<file path="src/rtl/cache_pkg.sv">
// Shared geometry, state encoding and backing-memory fill rule for the
// direct-mapped read-only cache.
package cache_pkg;

  localparam int LINE_SIZE       = 32;
  localparam int NUM_LINES       = 8;
  localparam int WORDS_PER_BLOCK = 4;
  localparam int MEM_LATENCY     = 4;

  localparam int OFFSET_W = $clog2(WORDS_PER_BLOCK);
  localparam int INDEX_W  = $clog2(NUM_LINES);
  localparam int TAG_W    = LINE_SIZE - OFFSET_W - INDEX_W;
  localparam int CNT_W    = $clog2(MEM_LATENCY + 1);

  localparam logic [LINE_SIZE-1:0] MEM_FILL = 32'hDEAD_BEEF;

  typedef enum logic [1:0] {
    IDLE     = 2'd0,
    MEM_READ = 2'd1,
    UPDATE   = 2'd2
  } state_t;

  function automatic logic [LINE_SIZE-1:0] mem_word(input logic [LINE_SIZE-1:0] a);
    return a ^ MEM_FILL;
  endfunction

endpackage

</file>
<file path="src/rtl/cache_backing_mem.sv">
// Backing memory model: returns the whole block containing req_addr.
// Contents are a pure function of the address, so there is no storage.
module cache_backing_mem
  import cache_pkg::*;
(
  input  logic [LINE_SIZE-1:0]                       req_addr,
  output logic [WORDS_PER_BLOCK-1:0][LINE_SIZE-1:0]  block
);

  always_comb begin
    for (int w = 0; w < WORDS_PER_BLOCK; w++) begin
      block[w] = mem_word({req_addr[LINE_SIZE-1:OFFSET_W], OFFSET_W'(w)});
    end
  end

endmodule

</file>
<file path="src/rtl/cache.sv">
// Direct-mapped read-only cache: combinational hit path, fixed-latency
// refill of a whole block from the embedded backing memory on a miss.
module cache
  import cache_pkg::*;
(
  output logic                 busywait,
  output logic [LINE_SIZE-1:0] data,
  input  logic                 reset,
  input  logic                 clk,
  input  logic [LINE_SIZE-1:0] address
);

  // Handshake: the requester holds address; data is valid in any cycle
  // where busywait is low and reset is low.
  state_t                 state_q, state_d;
  logic [CNT_W-1:0]       cnt_q, cnt_d;
  logic [LINE_SIZE-1:0]   req_addr_q;
  logic [NUM_LINES-1:0]   valid_q;
  logic [TAG_W-1:0]       tag_q  [NUM_LINES];
  logic [WORDS_PER_BLOCK-1:0][LINE_SIZE-1:0] data_q [NUM_LINES];

  logic [OFFSET_W-1:0]    offset;
  logic [INDEX_W-1:0]     index;
  logic [TAG_W-1:0]       tag;
  logic [INDEX_W-1:0]     req_index;
  logic [TAG_W-1:0]       req_tag;
  logic                   hit;
  logic                   latch_req;
  logic                   fill;
  logic [WORDS_PER_BLOCK-1:0][LINE_SIZE-1:0] fill_block;

  assign offset    = address[OFFSET_W-1:0];
  assign index     = address[OFFSET_W +: INDEX_W];
  assign tag       = address[LINE_SIZE-1 -: TAG_W];
  assign req_index = req_addr_q[OFFSET_W +: INDEX_W];
  assign req_tag   = req_addr_q[LINE_SIZE-1 -: TAG_W];

  // An unknown address resolves to a miss rather than an X hit.
  assign hit = ((valid_q[index] && (tag_q[index] == tag)) === 1'b1);

  cache_backing_mem u_mem (
    .req_addr (req_addr_q),
    .block    (fill_block)
  );

  always_comb begin
    state_d   = state_q;
    cnt_d     = cnt_q;
    busywait  = 1'b0;
    data      = '0;
    latch_req = 1'b0;
    fill      = 1'b0;
    case (state_q)
      IDLE: begin
        if (hit) begin
          data = data_q[index][offset];
        end else begin
          busywait  = 1'b1;
          latch_req = 1'b1;
          cnt_d     = '0;
          state_d   = MEM_READ;
        end
      end
      MEM_READ: begin
        busywait = 1'b1;
        if (cnt_q == CNT_W'(MEM_LATENCY - 1)) begin
          cnt_d   = '0;
          state_d = UPDATE;
        end else begin
          cnt_d = cnt_q + 1'b1;
        end
      end
      UPDATE: begin
        busywait = 1'b1;
        fill     = 1'b1;
        state_d  = IDLE;
      end
      default: state_d = IDLE;
    endcase
    if (reset) begin
      busywait  = 1'b0;
      data      = '0;
      latch_req = 1'b0;
      fill      = 1'b0;
    end
  end

  always_ff @(posedge clk) begin
    if (reset) begin
      state_q <= IDLE;
      cnt_q   <= '0;
      valid_q <= '0;
    end else begin
      state_q <= state_d;
      cnt_q   <= cnt_d;
      if (fill) valid_q[req_index] <= 1'b1;
    end
  end

  // Line storage needs no reset; valid_q alone qualifies it.
  always_ff @(posedge clk) begin
    if (latch_req) req_addr_q <= address;
    if (fill) begin
      tag_q[req_index]  <= req_tag;
      data_q[req_index] <= fill_block;
    end
  end

endmodule

</file>
<file path="config.mk">
export PLATFORM = sky130hd
export DESIGN_NAME = cache
export DESIGN_NICKNAME = d
export VERILOG_FILES = /design/src/rtl/cache_pkg.sv /design/src/rtl/cache_backing_mem.sv /design/src/rtl/cache.sv
export SDC_FILE = /design/constraint.sdc
export NUM_CORES = 1
export LEC_CHECK = 0
export ABC_AREA = 1
export CAP_MARGIN = 20
export CORE_MARGIN = 10
export CORE_UTILIZATION = 50
export DETAILED_ROUTE_END_ITERATION = 10
export HOLD_SLACK_MARGIN = 0.06
export PLACE_DENSITY = 0.75
export SYNTH_ARGS = -nofsm -noshare
export SYNTH_HDL_FRONTEND = slang
export SYNTH_SLANG_ARGS = --single-unit
</file>
<file path="constraint.sdc">
create_clock -name clk -period 4.2 [get_ports clk]
set_input_delay 0.84 -clock clk [delete_from_list [all_inputs] [get_ports clk]]
set_output_delay 0.84 -clock clk [all_outputs]
set_load 0.01 [all_outputs]
</file>
# Word-level counts from Yosys, hierarchy flattened
# Memories as Yosys holds them, arrays and structs flattened.
# Index checks and enable logic that the tools add are counted.
[classes]
n_addsub = 1
order_cmp = 4
eq_ne = 7
mux = 24
bitwise = 5
n_reduce_logical = 7
[op_table]
columns = ["cell", "count"]
rows = [
  ["32-bit two-way mux", 4],
  ["24-bit NOT", 4],
  ["32-bit binary-select mux with 2-bit select", 1],
  ["27-bit equality test", 1],
  ["1-bit two-way mux", 10],
  ["3-bit by 4-bit less-than comparator with 1-bit output, second input constant", 2],
  ["8-bit bitwise OR", 1],
  ["3-bit two-way mux", 2],
  ["3-bit one-hot mux with 2 select lines", 1],
  ["2-bit two-way mux", 2],
  ["2-bit inequality test, second input constant", 2],
  ["2-bit one-hot mux with 2 select lines", 1],
  ["2-bit AND reduction", 2],
  ["3-bit by 1-bit adder with 3-bit output, second input constant", 1],
  ["1-bit binary-select mux with 3-bit select", 1],
  ["1-bit demux with 3-bit select", 1],
  ["3-bit by 2-bit equality test with 1-bit output, second input constant", 1],
  ["3-bit by 1-bit >= comparator with 1-bit output, second input constant", 1],
  ["2-bit by 3-bit less-than comparator with 1-bit output, second input constant", 1],
  ["2-bit by 1-bit equality test with 1-bit output, second input constant", 1],
  ["2-bit equality test, second input constant", 1],
  ["1-bit logical AND", 2],
  ["2-bit logical NOT", 1],
  ["1-bit one-hot mux with 2 select lines", 1],
  ["other kinds (3)", 3],
]
[totals]
ff_bits = 45
ram_bits = 1240
in_bits = 34
output_inout_bits = 33
elab_cells = 54
n_memories = 2
[memory_table]
columns = ["name", "words", "word_bits", "read_ports", "rd_ports_with_merged_regs", "write_ports", "line", "rtl"]
rows = [
  ["data_q", 8, 128, 1, 0, 1, "cache.sv:20", "logic [WORDS_PER_BLOCK-1:0][LINE_SIZE-1:0] data_q [NUM_LINES];"],
  ["tag_q", 8, 27, 1, 0, 1, "cache.sv:19", "logic [TAG_W-1:0] tag_q [NUM_LINES];"],
]

# Longest topological paths before layout
# Gate-level depths: netlist of run 1.
[depth]
word_depth = 7
depth_mapped = 21
mapped_depth_nobuf = 18

# Hierarchy
# From an unflattened synthesis of run 1, not the netlist that was laid out.
[hier_totals]
cells_unflattened = 4233
area_unflattened_um2 = 52590.4
[modules_own_cells]
columns = ["mod", "instances", "cells_per_inst", "area_each_um2", "seq_area_each_um2"]
rows = [
  ["cache", 1, 4103, 51704.6, 38456.9],
  ["cache_backing_mem", 1, 130, 885.8, 0.0],
]

# Worst setup path before layout of run 1
# Ideal clock, no wire load.
[synth_path]
kind = "input -> register"
start = "input port reset"
end = "memory data_q[0][100] (netlist name) (enable)"
setup_ns = 0.459
arrival_time_ns = 3.329
required_time_ns = 3.741
path_slack_ns = 0.412
path_stages = 5
path_buffers = 0
cell_sequence = "inv_1 > nand2_1 > nor2_1 > inv_1 > nor2_1"
[synth_between]
elab_chain_len = 3
[synth_rtl]
columns = ["item", "line", "rtl"]
rows = [
  ["start, declared", "cache.sv:8", "input logic reset,"],
  ["1-bit two-way mux", "cache.sv:80", "if (reset) begin"],
  ["1-bit two-way mux", "cache.sv:103", "if (fill) begin"],
  ["1-bit two-way mux (implied by the code)", "cache.sv:105", "data_q[req_index] <= fill_block;"],
  ["end, declared", "cache.sv:20", ""],
]
# Every way passes these cells.

# Worst setup path after layout of run 1
[layout_path]
start = "input port address[2]"
end = "output port data[31]"
[layout_between]
elab_chain_len = 7
word_cells_on_any_way = 12
classes_between = "2 x eq/ne; 7 x mux; 1 x reduce/logical; 2 x memory"
[layout_rtl]
columns = ["item", "line", "rtl"]
rows = [
  ["start, declared", "cache.sv:10", "input logic [LINE_SIZE-1:0] address"],
  ["memory 8 x 27 bit / 1-bit binary-select mux with 3-bit select (equally long branches)", "n/a", ""],
  ["27-bit equality test / 1-bit two-way mux (equally long branches)", "cache.sv:39", "assign hit = ((valid_q[index] && (tag_q[index] == tag)) === 1'b1);"],
  ["1-bit logical AND", "cache.sv:39", ""],
  ["1-bit case equality test", "cache.sv:39", ""],
  ["32-bit two-way mux (*)", "cache.sv:55", "if (hit) begin"],
  ["32-bit two-way mux (*)", "cache.sv:53", "case (state_q)"],
  ["32-bit two-way mux (*)", "cache.sv:80", ""],
  ["end, declared", "cache.sv:7", "output logic [LINE_SIZE-1:0] data,"],
]
# Every way passes the cells marked *; elsewhere a longest branch is shown, timed or not. The select of a mux whose other input is x is not followed.

==> impl_metrics.yaml, run 1 <==
finish:
  nNetsFinal: 1899
  layout-drive-gt1-share_pct: 10.07
  syn2layout_area_growth_pct: 17.91
  n_antenna_cell: 0
global_routing:
  antenna_found_initial: 1
  grt_pass1_wl_microns: 71950
  grt_max_degree: 51
  overflow: 0
  first_global_vias: 12840
  track_usage_pct: 19.67
sta:
  fin_crit_ns: 4.193
  fin_ws_ns: 0.007401
  setup_viol: 0
  skew_ns: 0.02756
  setup_tns_ns: 0
  period_share_pct: 99.82
  slew_headroom_pct: 58.92
  worst_pin_slew_ns: 0.6162
  fmax_mhz: 238.5
  finalMaxSlewViolations: 0
  hold_violations: 0
  rsz0062_at_grt: "yes"
critical_path:
  crit_arrival_ns: 3.35
  critPathLaunchType: "input port"
  critPathTopFamily: "buffers and inverters"
  endpoint_kind: "output port"
  worstPathMaxFanout: 21
  path_cells: "buf_6 -> inv_6 -> bufbuf_16 -> nand2_1 -> nand3_1 -> nand2_1 -> nand2_1 -> nand2_1 -> nand2_1 -> nand4_1 -> nor2_1 -> nand3_1 -> nor2_4 -> nand3_4 -> buf_12 -> nor2_1 -> clkdlybuf4s50_1"
  r2r_slack_ns: 1.68
  cpMostUsedCell: "nand2_1"
  crit_type: "input port to output port"
  crit_required_ns: 3.36
  cp_slowest_cell: "clkdlybuf4s50_1"
  critPathBufInv: 5
  max_stage_delay_ns: 0.54
place:
  dp_slack_ns: -0.1318
  routabilityCongestion: 0.9231
  hpwl_microns: 28610
  port-buffer-count: 66
drt:
  vias: 12980
  top_layer: "met4"
  wl_met3_microns: 4141
  post-route-drc-count: 0
  via_per_inst: 5.407
  routedWlPerCell_microns: 19.40
  drtIter0Drc: 1209
  wl_microns: 46570
  drt_pass1_iterations: 6
  dr_wl_met2_microns: 22630
  antenna_left: 0
  drt-met1-wl_microns: 18570
synthesis:
  yosys_warnings: 0
  ys_ff_latch: 443
  synth_fp_nets: 1773
  synth.distinct_cells: 27
  syn-instance-count: 1734
  synth.avg_cell_area_sq_um: 10.84
  seq_area_frac_synth_pct: 70.05
  syn_area_sq_um: 18800
pwr:
  sequentialPowerShare_pct: 52.5
  pwr-share-comb_pct: 9.4
  p_sw_share_pct: 24.07
  p_per_area_nw_per_um2: 456.3
  leakage_nw: 8.985
  p_int_w: 0.007683
  switchingPower_w: 0.002435
  ir_drop_mv: 0.3430
  clkPwrFrac_pct: 38.1
cts:
  postCtsSetupBuffers: 0
  path_clk_slew_ns: 0.06
  clk_latency_ns: 0.56
  max-clock-path-buffers: 3
  numCtsBuffers: 45
  htreeDepth: 2
  cts_sinks: 443
  root_buffer: "clkbuf_16"
  cts_tree: "yes"
job:
  maxCapViolations: 0
die:
  die_area_sq_um: 45770
  fp.dieW_microns: 213.9
  core.rowCount: 70
  die_h_microns: 213.9
  coreArea_sq_um: 36870
  io_pins: 67
  initial_core_util_pct: 51.00
min_path:
  min_path_type: "flip-flop to flip-flop"
status:
  run_status: "complete, no violations"
cell type report:
type | instances | area (sq um)
clock buffer | 58 | 1196
sequential | 443 | 13170
multi-input combinational | 982 | 4422
fill | 2815 | 14700
timing repair buffer | 161 | 1659
tap | 504 | 630.6
clock inverter | 26 | 231.5
inverter | 227 | 859.6
sequential cells by signal, summed over array words and instances, names as in the netlist:
signal      count
req_addr_q     30
tag_q         216
data_q        184
valid_q         8
cnt_q           3
state_q         2
metal layers:
| metal | vias up | global-route usage [%] |
|---|---|---|
| met5 | - | 0 |
| met4 | 0 | 6.856 |
| met3 | 85 | 2.917 |
| met2 | 619 | 32.80 |
| met1 | 6216 | 25.76 |
| li1 | 6062 | - |
cell families after synthesis:
logic type | after synthesis | share of synthesized area (%)
AOI/OAI and AO/OA | 186 | 5.642
buffers and inverters | 309 | 6.900
DFF | 443 | 70.05
adders and majority gates | 5 | 0.3327
and+or+nand+nor | 791 | 17.07
layout by cell type, fill, tap and decap left out, types with 13 or more instances in the layout:
cell             instances
buf_12                  21
buf_4                   73
clkbuf_16               47
clkdlybuf4s50_1         31
dfxtp_1                 13
dlygate4sd2_1           25
edfxtp_1               430
inv_1                  223
nand2_1                421
nand3_1                149
nor2_1                 193
o21ai_0                110
o22ai_1                 37
Yosys cell counts:
cell      count  share of area, %
a21oi_1       7              0.19
a21oi_2      12              0.56
edfxtp_1    430                69
buf_6        11              0.66
nand2_1     421               8.4
buf_1         3             0.060
o22ai_1      37               1.2
inv_4         1             0.033
o211ai_1      1             0.040
inv_1       223               4.5
clkbuf_1     40              0.80
nor2_2        1             0.033
o21bai_1      1             0.040
buf_4         7              0.28
o21ai_1       9              0.24
nor3_1        1             0.027
o21ai_0     110               2.9
nand3_1     149               4.0
nand4_1       3              0.10
dfxtp_1      13               1.4
inv_2         3             0.060
o221ai_1      9              0.42
nand3_2       1             0.053
nand3b_1     10              0.40
nor2_1      205               4.1
ha_1          5              0.33
buf_2        21              0.56
timing repair:
action                                  4_1_cts  5_1_grt
pin swaps                                     0        1
resized for setup                            27       12
endpoints found under the setup margin       32       18
cloned                                        1        1
hold buffers                                  0        0
worst min-delay path, delay by kind of cell, from the launching register on:
family,cells,cell delay [ns]
flip-flops,1,0.33
AND/OR/NAND/NOR,2,0.12
power groups by stage:
stage | Clock (W) | Sequential (W) | Combinational [W]
3_5_place_dp | 0 | 0.00540 | 0.000925
4_1_cts | 0.00390 | 0.00531 | 0.000940
5_1_grt | 0.00407 | 0.00533 | 0.00104
6_report | 0.00386 | 0.00531 | 0.000951
2_1_floorplan | 0 | 0.00534 | 0.000518
3_3_place_gp | 0 | 0.00539 | 0.000892
metrics by stage:
stage,total power (W),cells,hold WS [ns],area (sq um),util [%]
floorplan,0.005862,1734,0.4402,18800,-
global placement,0.006281,2315,0.4530,20670,56.07
detailed placement,0.006327,2315,0.4621,20670,56.07
CTS,0.01015,2400,0.4762,22120,59.98
global route,0.01044,2401,0.4921,22170,60.13
finish,0.01012,2401,0.4726,22170,60.13
path summary, 6_finish.rpt:
check / startpoint / end / depth (start not counted)
hold / removal: valid_q[5] / valid_q[5] / 2
setup reg to reg: tag_q[6][8] / req_addr_q[26] / 17
hold reg to reg: valid_q[5] / valid_q[5] / 2
setup / recovery: address[2] / data[31] / 17
Power figures use the tool's default switching activity.
==> run 2: changes to the inputs <==
--- a/config.mk
+++ b/config.mk
@@ -12,4 +12,5 @@
 export DETAILED_ROUTE_END_ITERATION = 10
+export GPL_ROUTABILITY_DRIVEN = 1
 export HOLD_SLACK_MARGIN = 0.06
-export PLACE_DENSITY = 0.75
+export PLACE_DENSITY = 0.7
 export SYNTH_ARGS = -nofsm -noshare
--- a/constraint.sdc
+++ b/constraint.sdc
@@ -3,2 +3,2 @@
 set_output_delay 0.84 -clock clk [all_outputs]
-set_load 0.01 [all_outputs]
+set_load 0.1 [all_outputs]
==> run 2 against run 1 <==
Against the previous run:
- clock power up 2%
- combinational power down 3.2%
- via count down 3.1%
- largest power group unchanged
- critical path depth down 2
- count of clock-buffer cells in the layout up 1
- utilization up 0.12 points
==> impl_metrics.yaml, run 2 (synthesis results as in run 1) <==
critical_path:
  crit_arrival_ns: 3.23
  crit_required_ns: 3.36
  cp_slowest_cell: "inv_2"
  path_cells: "buf_2 -> inv_2 -> buf_12 -> nand3_1 -> nand2_1 -> nand2_1 -> nand2_1 -> nand2_1 -> nor2_1 -> nand3_1 -> nor2_2 -> nand3_2 -> buf_12 -> a21oi_2 -> buf_12"
  ff2ff_path_depth: 16
  r2r-end: "req_addr_q[9]"
  cpMostUsedCell: "nand2_1"
  worstPathMaxFanout: 27
  max_stage_delay_ns: 0.31
  rr_startpoint: "tag_q[3][25]"
  endpoint_kind: "output port"
  r2r_slack_ns: 1.78
  critPathLaunchType: "input port"
  crit_type: "input port to output port"
sta:
  hold_violations: 0
  rsz0062_at_grt: "no"
  setup_viol: 0
  skew_ns: 0.01832
  worst_pin_slew_ns: 0.6490
  fmax_mhz: 245.7
  fin_crit_ns: 4.070
  finalMaxSlewViolations: 0
  period_share_pct: 96.91
  slew_headroom_pct: 56.73
drt:
  routedWlPerCell_microns: 19.20
  vias: 12580
  post-route-drc-count: 0
  wl_microns: 45090
  via_per_inst: 5.357
  antenna_left: 0
  drtIter0Drc: 1113
  drt_pass1_iterations: 6
pwr:
  finalPower_w: 0.01016
  leakage_nw: 8.676
  ir_drop_mv: 0.3170
  p_per_area_nw_per_um2: 457.2
global_routing:
  overflow: 0
  antenna_found_initial: 0
  grt_pass1_wl_microns: 68830
  track_usage_pct: 18.88
  first_global_vias: 12150
  grt_max_degree: 71
place:
  port-buffer-count: 66
  hpwl_microns: 26200
  routabilityCongestion: 0.8770
  placedInstanceArea_sq_um: 20630
  placed_cells: 2266
cts:
  cts_resized: 0
  htreeDepth: 2
  cts_sinks: 443
  max-clock-path-buffers: 3
  numCtsBuffers: 44
  root_buffer: "clkbuf_16"
  postCtsSetupBuffers: 0
  cts_hold_buf: 0
  path_clk_slew_ns: 0.06
  cts_tree: "yes"
  clk_latency_ns: 0.56
die:
  io_pins: 67
  die_h_microns: 213.9
  initial_core_util_pct: 51.00
  coreArea_sq_um: 36870
  fp.dieW_microns: 213.9
  die_area_sq_um: 45770
  core.rowCount: 70
finish:
  layout_commonest_cell: "edfxtp_1"
  nNetsFinal: 1851
  top_regs: "tag_q: 216 flops, data_q: 184 flops, req_addr_q: 30 flops"
  n_antenna_cell: 0
  final_util_pct: 60.25
  largest_register_ff_count: 216
  syn2layout_area_growth_pct: 18.14
  fill_cells: 2861
  layout-drive-gt1-share_pct: 10.35
  finalInstanceArea_sq_um: 22220
  largest_register: "tag_q"
  stdcell_count: 2349
  final_cell_mix: "edfxtp_1, nand2_1, inv_1"
job:
  maxCapViolations: 0
min_path:
  hold_start: "valid_q[3]"
  min_path_type: "flip-flop to flip-flop"
  hold_path_end: "valid_q[3]"
  hold-path-cell-count: 2
status:
  run_status: "complete, no violations"
## run 2: area by class of cell
class / instances / area [sq um] / area share [%]
Sequential cell: 443 / 13170 / 59.30
Clock inverter: 20 / 250.2 / 1.126
Multi-Input combinational cell: 982 / 4467 / 20.11
Clock buffer: 59 / 1179 / 5.306
Inverter: 227 / 867.1 / 3.903
Timing Repair Buffer: 114 / 1649 / 7.423
Tap cell: 504 / 630.6 / 2.839
## run 2: worst max-delay path, delay by kind of cell
kind | cells | cell delay (ns)
AO/OA/AOI/OAI | 1 | 0.19
buffers and inverters | 5 | 1.07
AND/OR/NAND/NOR | 9 | 1.06
## run 2: metrics by stage
stage	setup WS (ns)	hold slack [ns]	setup TNS, ns
after floorplan	-0.2885	0.4402	-0.5770
after global placement	0.1492	0.4534	0
after detailed placement	0.09189	0.4583	0
after CTS	0.07345	0.4717	0
after global routing	0.02864	0.5004	0
final	0.1300	0.4723	0
## run 2: worst max path at each step
stage | start | end | slack [ns] | cells after the start
after floorplan | address[2] | data[5] | -0.29 | 16
final | address[4] | data[26] | 0.13 | 15
after global placement | address[4] | data[6] | 0.15 | 15
after detailed placement | address[2] | data[6] | 0.09 | 16
after CTS | address[2] | data[6] | 0.07 | 16
after global routing | address[2] | data[12] | 0.03 | 16
## run 2: power breakdown
group          total [W]  internal [W]  switching [W]
registers        0.00532       0.00516       0.000152
clock network    0.00392       0.00234        0.00158
logic           0.000921      0.000281       0.000640
total             0.0102       0.00778        0.00237
## run 2: metal layers
layer / routed length [microns] / up-vias / GRT usage (%)
met5: 0 / - / 0
met4: 783 / 0 / 4.880
met3: 3625 / 59 / 3.128
met2: 22290 / 518 / 31.85
met1: 18390 / 6058 / 24.85
li1: - / 5949 / -
==> run 3: changes to the inputs <==
Settings changed: CORE_MARGIN 10 to default, CORE_UTILIZATION 50 to 45, PLACE_DENSITY 0.7 to 0.65, SLEW_MARGIN from default to 25.
==> run 3 against run 2 <==
Against the previous run:
- the flow now finishes with violations (DRC)
- via count increased by 1.5%
- wire length grew 6.2%
- critical endpoint is now data[27]
- largest cell class unchanged
- sequential power is essentially flat
- critical path type unchanged
- cell count is 1.5% higher
- non-clock buffer count rose by 2
- clock power is essentially flat
- combinational power increased by 2.9%
==> impl_metrics.yaml, run 3 (synthesis results as in run 1) <==
die:
  die_area_sq_um: 42610
  io_pins: 67
  core.rowCount: 74
  coreArea_sq_um: 41020
  fp.dieW_microns: 206.4
  initial_core_util_pct: 45.85
  die_h_microns: 206.4
sta:
  fin_crit_ns: 4.075
  period_share_pct: 97.02
  setup_tns_ns: 0
  fin_worst_hold_slack_ns: 0.4733
  finalMaxSlewViolations: 0
  fin_ws_ns: 0.1251
  slew_headroom_pct: 53.98
  hold_violations: 0
  worst_pin_slew_ns: 0.6887
  setup_viol: 0
  skew_ns: 0.02006
  fmax_mhz: 245.4
global_routing:
  overflow: 0
  first_global_vias: 12120
  antenna_found_initial: 0
  track_usage_pct: 22.08
  grt_pass1_wl_microns: 70290
  grt_max_degree: 113
pwr:
  finalPower_w: 0.01015
  p_per_area_nw_per_um2: 449.9
  ir_drop_mv: 0.4272
  leakage_nw: 8.776
drt:
  post-route-drc-count: 10
  vias: 12780
  drt_pass1_iterations: 8
  via_per_inst: 5.356
  wl_microns: 47890
  drtIter0Drc: 1220
  routedWlPerCell_microns: 20.08
  antenna_left: 0
finish:
  largest_register_ff_count: 216
  nNetsFinal: 1855
  final_util_pct: 55.01
  multi_input_area_sq_um: 4579
  largest_register: "tag_q"
  ff_latch_area_sq_um: 13170
  layout_commonest_cell: "edfxtp_1"
  syn2layout_area_growth_pct: 19.99
  final_cell_mix: "edfxtp_1, nand2_1, inv_1"
  n_antenna_cell: 0
  top_regs: "tag_q: 216 flops, data_q: 184 flops, req_addr_q: 30 flops"
  layout-drive-gt1-share_pct: 11.06
  fill_cells: 3398
min_path:
  hold_start: "valid_q[0]"
  min_path_type: "flip-flop to flip-flop"
  hold-path-cell-count: 2
  hold_path_end: "valid_q[0]"
critical_path:
  crit_arrival_ns: 3.23
  critPathLaunchType: "input port"
  endpoint_kind: "output port"
  worstPathMaxFanout: 20
  r2r-end: "req_addr_q[28]"
  crit_required_ns: 3.36
  r2r_slack_ns: 1.77
  ff2ff_path_depth: 16
  rr_startpoint: "tag_q[7][12]"
  crit_type: "input port to output port"
place:
  routabilityCongestion: 0.8555
  hpwl_microns: 26490
  dp_slack_ns: 0.08695
  port-buffer-count: 66
status:
  violations: "DRC"
  run_status: "finished with violations"
cts:
  cts_tree: "yes"
  root_buffer: "clkbuf_16"
  path_clk_slew_ns: 0.06
  clk_latency_ns: 0.58
  cts_sinks: 443
  htreeDepth: 2
  numCtsBuffers: 46
  cts_hold_buf: 0
  max-clock-path-buffers: 3
job:
  maxCapViolations: 0
## run 3: cell count changes in the layout (fill, tap and decap cells not counted), sizes merged
| cell | before | now |
|---|---|---|
| bufinv | 6 | 3 |
| clkbuf | 63 | 65 |
| inv | 229 | 227 |
| clkinv | 12 | 25 |
| buf | 80 | 78 |
## run 3: critical path, cell delays in order
cell and delay, ns:
buf_16 0.15, inv_16 0.13, buf_6 0.16, nand2_1 0.06, nand2_1 0.05, nand2_1 0.05
nand3_1 0.08, nand2_1 0.11, nand2_1 0.14, nand2_1 0.07, nor2_1 0.11, nand2_1 0.07
nor2_1 0.14, nand2_2 0.11, nor2_4 0.12, nand3_4 0.18, clkbuf_16 0.26, a21oi_4 0.17
buf_12 0.20
## run 3: how the worst max path moves through the flow
stage / cells past startpoint / slack (ns) / startpoint / end
after global placement: 16 / 0.12 / address[2] / data[17]
after detailed placement: 17 / 0.09 / address[2] / data[17]
after CTS: 18 / 0.07 / address[2] / data[17]
final: 19 / 0.13 / address[2] / data[27]
after global routing: 19 / -0.02 / address[2] / data[27]
after floorplan: 16 / -0.29 / address[2] / data[5]
## run 3: through the flow
stage / instances / cell area (sq um)
4_1_cts: 2376 / 22120
6_report: 2385 / 22560
5_1_grt: 2385 / 22560
3_3_place_gp: 2291 / 20680
3_5_place_dp: 2291 / 20680
2_1_floorplan: 1734 / 18850
## run 3: per-layer routing
metal | global-route usage, % | wire, microns | vias to the layer above | share of wire, %
met1 | 30.65 | 20560 | 6232 | 43
met2 | 35.54 | 22750 | 490 | 48
met3 | 3.374 | 3302 | 85 | 6.9
li1 | - | - | 5968 | -
met5 | 0 | 0 | - | 0
met4 | 7.248 | 1275 | 0 | 2.7
## run 3: layout make-up
class	instances	area share, %
Timing Repair Buffer	116	8.118
Clock inverter	28	1.115
Tap cell	532	2.950
Sequential cell	443	58.38
Multi-Input combinational cell	982	20.30
Inverter	227	3.859
Clock buffer	57	5.284
## run 3: repair_timing
item	CTS	global route
resized for setup	0	48
endpoints found under the setup margin	0	32
hold endpoints to repair	0	0
setup buffers	0	0
## run 3: power breakdown
| part | leakage (nW) | total (W) | internal [W] | switching (W) |
|---|---|---|---|---|
| Sequential | 3.99 | 0.00532 | 0.00516 | 0.000154 |
| Clock | 0.712 | 0.00389 | 0.00221 | 0.00167 |
| Combinational | 4.08 | 0.000948 | 0.000277 | 0.000671 |
| Total | 8.78 | 0.0102 | 0.00765 | 0.00250 |
